File: src/rtl/ccu_ep_merge.sv
// Registered end-pulse / sign-pulse merger: masks N_EP end pulses, captures the lowest source index and holds it until ep_ack.
// One-cycle latency on every output with no combinational input path. No backpressure: overruns are flagged and counted.
module ccu_ep_merge #(
    parameter int N_EP   = 12,
    parameter int N_ONES = 3,
    parameter int CNT_W  = 4,
    localparam int SW    = (N_EP > 1) ? $clog2(N_EP) : 1
) (
    input  logic              clk,
    input  logic              rst_n,
    input  logic [N_EP-1:0]   ep_in,
    input  logic [N_EP-1:0]   ep_en,
    input  logic [N_ONES-1:0] ones_in,
    input  logic              ep_ack,
    input  logic              clr_err,
    output logic              ep,
    output logic              ep_pending,
    output logic [SW-1:0]     ep_src,
    output logic              ccu_ones,
    output logic              multi_err,
    output logic              overrun,
    output logic [CNT_W-1:0]  overrun_cnt
);

    typedef enum logic {
        IDLE = 1'b0,
        PEND = 1'b1
    } state_t;

    localparam logic [CNT_W-1:0] CNT_MAX = '1;

    state_t          state;
    logic [N_EP-1:0] hit;
    logic            any_hit;
    logic            multi_hit;
    logic [SW-1:0]   low_idx;
    logic            capture;
    logic            ovr_event;

    assign hit       = ep_in & ep_en;
    assign any_hit   = |hit;
    // Clearing the lowest set bit leaves something only when two or more bits are set.
    assign multi_hit = |(hit & (hit - N_EP'(1)));

    always_comb begin
        low_idx = '0;
        for (int i = N_EP - 1; i >= 0; i--) begin
            if (hit[i]) begin
                low_idx = SW'(i);
            end
        end
    end

    // An ack in the same cycle as a new pulse frees the slot, so it is a fresh capture, not an overrun.
    assign capture   = any_hit && ((state == IDLE) || ep_ack);
    assign ovr_event = any_hit && (state == PEND) && !ep_ack;

    assign ep_pending = (state == PEND);

    always_ff @(posedge clk) begin
        if (!rst_n) begin
            state       <= IDLE;
            ep          <= 1'b0;
            ep_src      <= '0;
            ccu_ones    <= 1'b0;
            multi_err   <= 1'b0;
            overrun     <= 1'b0;
            overrun_cnt <= '0;
        end else begin
            ep       <= capture;
            ccu_ones <= |ones_in;

            case (state)
                IDLE: begin
                    if (any_hit) begin
                        state <= PEND;
                    end
                end
                PEND: begin
                    if (ep_ack && !any_hit) begin
                        state <= IDLE;
                    end
                end
                default: state <= IDLE;
            endcase

            if (capture) begin
                ep_src <= low_idx;
            end

            if (multi_hit) begin
                multi_err <= 1'b1;
            end else if (clr_err) begin
                multi_err <= 1'b0;
            end

            if (ovr_event) begin
                overrun <= 1'b1;
            end else if (clr_err) begin
                overrun <= 1'b0;
            end

            // A clear coinciding with an overrun restarts the count at one.
            if (clr_err) begin
                overrun_cnt <= ovr_event ? CNT_W'(1) : '0;
            end else if (ovr_event && (overrun_cnt != CNT_MAX)) begin
                overrun_cnt <= overrun_cnt + CNT_W'(1);
            end
        end
    end

endmodule

File: config.mk
export PLATFORM = sky130hd
export DESIGN_NAME = ccu_ep_merge
export DESIGN_NICKNAME = d
export VERILOG_FILES = /design/src/rtl/ccu_ep_merge.sv
export SDC_FILE = /design/constraint.sdc
export NUM_CORES = 1
export LEC_CHECK = 0
export ABC_CLOCK_PERIOD_IN_PS = 2000
export BUFFER_PORTS_ARGS = -buffer_cell sky130_fd_sc_hd__buf_2
export CORE_MARGIN = 3
export CORE_UTILIZATION = 43
export DETAILED_ROUTE_END_ITERATION = 6
export PLACE_DENSITY = 0.78
export SYNTH_ARGS = -nofsm -noshare
export SYNTH_HDL_FRONTEND = slang
export SYNTH_SLANG_ARGS = --single-unit
File: constraint.sdc
create_clock -name clk -period 2 [get_ports clk]
set_clock_uncertainty 0.2 [all_clocks]
set_input_delay 0.2 -clock clk [delete_from_list [all_inputs] [get_ports clk]]
set_output_delay 0.2 -clock clk [all_outputs]
set_load 0.01 [all_outputs]
## Yosys cells after proc, flatten, opt, wreduce, memory -nomap -nowiden

Index checks and enable logic that the tools add are counted.

- Add/subtract/negate cells: 2
- Equal/unequal tests: 1
- Muxes and demuxes: 21
- Bitwise operators: 3
- Reduce and logical (&&, ||, !) cells: 14

Operators with widths:

| kind | count |
|---|---|
| $mux 4 | 14 |
| $and 12x12->12 | 2 |
| $reduce_or 12->1 | 2 |
| $sub 12x1->12 const B | 1 |
| $mux 1 | 6 |
| $reduce_bool 2->1 | 3 |
| $logic_and 1x1->1 | 5 |
| $add 4x1->4 const B | 1 |
| $ne 4x4->1 const B | 1 |
| $reduce_or 3->1 | 1 |
| $logic_not 1->1 | 2 |
| $pmux 1 s2 | 1 |
| $logic_or 1x1->1 | 1 |
| $not 1->1 | 1 |

- Flip-flop bits (word level): 13
- Input port bits: 31
- Output and inout bits: 13
- Logic and storage cells: 48

## Longest topological paths before layout

- Word-level depth: 13
- Mapped depth: 5
- Depth with buffers taken out: 5

## Least setup slack after synthesis

Ideal clock, no wire load.

- Path kind: input to register
- From: input ep_in[10]
- To: register ep_src[1]
- Setup time: 0.116 ns
- Arrival: 1.266 ns
- Data required time: 1.684 ns
- Slack: 0.418 ns
- Stages on the path: 5
- Path buffers: 0
- Cells stage by stage: a222oi_1 > nand2_2 > o21ai_2 > a211oi_1 > a31o_1

- Cells in the longest elaborated chain, start to end: 12

RTL lines:

| what | line | source |
|---|---|---|
| start, declared | 11 | `input logic [N_EP-1:0] ep_in,` |
| $and 12x12->12 (*) | 40 | `assign hit = ep_in & ep_en;` |
| $mux 4 (11 in series) | 48 | `if (hit[i]) begin` |
| end signal, assigned | 88 | `ep_src <= low_idx;` |
| end, declared | 18 | `output logic [SW-1:0] ep_src,` |

Every way passes the cells marked *; elsewhere a longest branch is shown, timed or not.
A chain may end at the register's enable or synchronous reset.

## Final worst setup path

- From: input ones_in[2]
- To: register ccu_ones

- Cells in the longest elaborated chain, start to end: 1

RTL lines:

| what | line | source |
|---|---|---|
| start, declared | 13 | `input logic [N_ONES-1:0] ones_in,` |
| $reduce_or 3->1 | 71 | `ccu_ones <= \|ones_in;` |
| end signal, assigned | 71 |  |
| end, declared | 19 | `output logic ccu_ones,` |

No other way between the ends.

==> results.md <==
- WP data required: 1.96 ns
- Cell Rows: 15
- Post-synth EDFFs: 0
- Synth Register Bits: 13
- First-pass GRT wire length: 3.49 mm
- Vias in the first global route: 886
- Vias per std cell: 5.61
- Clock sinks: 13
- CP Class: primary input to register
- Clock buffer depth: 2
- DRC Markers: 0
- Slew Limit Fails: 0
- Overflow after GRT: 0
- Post-route cell area: 1110 sq um
- Top cell type's share of synthesized area: 0.323
- ANT nets after route: 0
- Placed Area: 1060 sq um
- Number of DRC markers in iteration 0: 21
- Mean post-synth cell area: 8.39 sq um
- GRT Overall Usage: 0.185
- Area of the mapped netlist: 806 sq um
- Setup Buffers After CTS: 0
- Area occupied by multi-input gates: 538 sq um
- Final hold vios: 0
- Final min period: 1.63 ns
- Total Die Area: 2430 sq um
- Starting Density: 0.462
- Critical path cell sequence: dlygate4sd3_1 > buf_2 > nor3_1 > dlygate4sd3_1 > nor2_1
- Ys async rst share: 0
- CP arrival: 1.59 ns
- Sequential fraction of the synthesis area: 0.323
- Area delta synth->final: 37.3%
- Setup TNS: 0 ns
- Syn. warnings: 0
- # diodes: 0
- Nets@finish: 179
- CTS Root Cell: clkbuf_4
- Initial antenna violation count: 0
- Rel. slew slack: 0.731
- Final setup viols: 0
- Max Cap Violations: 0
- Top cells by area, synth: dfxtp_1 32%, nand2_1 7.0%, nor2_1 3.3%
- Io pins: 44
- Core area: 1750 sq um
- IO buf count: 43
- Fillers: 167
- Synth top cells by count: 15 x nand2_1, 13 x dfxtp_1, 7 x nor2_1, 5 x a21oi_1, 5 x nand3_1
- Clk Latency, worst-skew pair: 0.28 ns
- Largest net degree at the start of global routing: 9
- Fraction of layout cells with a size suffix above 1: 0.370
- Fmax: 615 MHz
- Vias: 959
- Syn Inst Count: 96
- Drt total wl: 2.22 mm
- Die width: 49.3 microns
- Largest stage delay, worst path: 0.57 ns
- Critical path launch point type: primary input
- Finished Core Util: 0.634
- Least-Margin Pin Slew: 0.404 ns
- DR WL/cell: 13.0 microns
- RSZ-0062 raised after global routing: no
- IR drop worst, VDD: 0.000305 V
- Post-Syn Nets: 128
- Crit Path Max Fanout: 1
- Total CTS buffers: 3
- Static Leak: 0.551 nW
- Slowest-stage cell, CP: dlygate4sd3_1
- Min Hold Slack: 0.0395 ns
- Most frequent cell after synthesis: nand2_1
- Post-synth cell types: 38
- Die H: 49.3 microns
- CTS tree: built
- Critical path endpoint category: register
- Worst-path clk slew: 0.08 ns
- DP HPWL: 1.83 mm
- Sequential cell area: 260 sq um
- Status: finished clean
- Cell taking the most area after synthesis: dfxtp_1
- Crit share post-route: 0.813
- Main flop type after synthesis: dfxtp_1
- Final GP Congestion: 0.814
- Total power draw: 0.613 mW
- Worst hold path class: primary input to register
- H-Tree Depth: 1
- DRT Pass-1 Iters: 4
- Cell mode on critical path: dlygate4sd3_1
- PD cells: 554 nW/um^2
-- metrics by stage --
| step | instances | setup slack (ns) |
|---|---|---|
| after floorplan | 96 | 0.418 |
| after global placement | 165 | 0.211 |
| after detailed placement | 165 | 0.171 |
| after CTS | 171 | 0.410 |
| after global routing | 171 | 0.316 |
| final | 171 | 0.375 |
-- sequential cells by signal, indices dropped and copies added (netlist names) --
register	flops
ccu_ones	1
ep_src	4
overrun	1
overrun_cnt	4
multi_err	1
ep_pending	1
ep	1
-- what timing repair did --
item,CTS,global route
hold buffers,2,0
gates resized for setup,0,0
hold endpoints to repair,1,0
-- cell families (layout without fill, tap and decap cells) --
family / Yosys count / in the layout / synth area share
simple gates: 41 / 41 / 0.252
compound gates: 35 / 35 / 0.351
flops: 13 / 13 / 0.323
fa+ha+maj: 3 / 3 / 0.0404
mux: 2 / 2 / 0.0248
buf+inv: 2 / 52 / 0.00932
-- path summary, 6_finish.rpt --
| path | from | endpoint | slack, ns | depth (start not counted) |
|---|---|---|---|---|
| max | ones_in[2] | ccu_ones$_SDFF_PN0_ | 0.37 | 5 |
| min | clr_err | overrun_cnt[0]$_SDFFE_PN0P_ | 0.04 | 3 |
| max reg2reg | overrun_cnt[0]$_SDFFE_PN0P_ | overrun_cnt[3]$_SDFFE_PN0P_ | 0.49 | 5 |
| min reg2reg | overrun$_SDFFE_PN0P_ | overrun$_SDFFE_PN0P_ | 0.27 | 2 |
-- worst max-delay path, delay by kind of cell --
| family | cells | cell delay (ns) |
|---|---|---|
| and+or+nand+nor | 2 | 0.15 |
| buffers and inverters | 3 | 1.23 |
-- where the power goes --
part / switching [mW] / internal (mW) / total [mW]
registers: 0.00782 / 0.273 / 0.281
logic: 0.0919 / 0.0769 / 0.169
clock network: 0.0857 / 0.0774 / 0.163
total: 0.185 / 0.428 / 0.613
-- metal layers --
metal / up-vias / global-route usage / share of wire
met1: 447 / 0.176 / 0.39
met4: 0 / 0.0995 / 0.0086
li1: 479 / - / -
met5: - / 0 / 0
met2: 31 / 0.364 / 0.55
met3: 2 / 0.0336 / 0.053
-- layout by cell type, fill, tap and decap left out, types with 2 or more instances in the layout --
master and count:
and2_1 2, dfxtp_1 13, buf_2 43, maj3_1 2, nand3_1 5, nor3_1 3
a211oi_1 2, a31oi_1 4, a21oi_1 5, a22oi_1 2, dlygate4sd3_1 2, nand2b_1 3
nor2_1 7, nand2_1 15, clkbuf_4 3, inv_1 2, o21ai_0 4, mux2i_1 2
a22oi_2 2, o211ai_1 2
-- area by class of cell --
cell class / instances / share of cell area
inverter: 2 / 0.00679
timing repair buffer: 46 / 0.219
tap: 25 / 0.0283
clock buffer: 4 / 0.0238
multi-input combinational: 81 / 0.486
sequential: 13 / 0.235
Power figures use the tool's default switching activity.
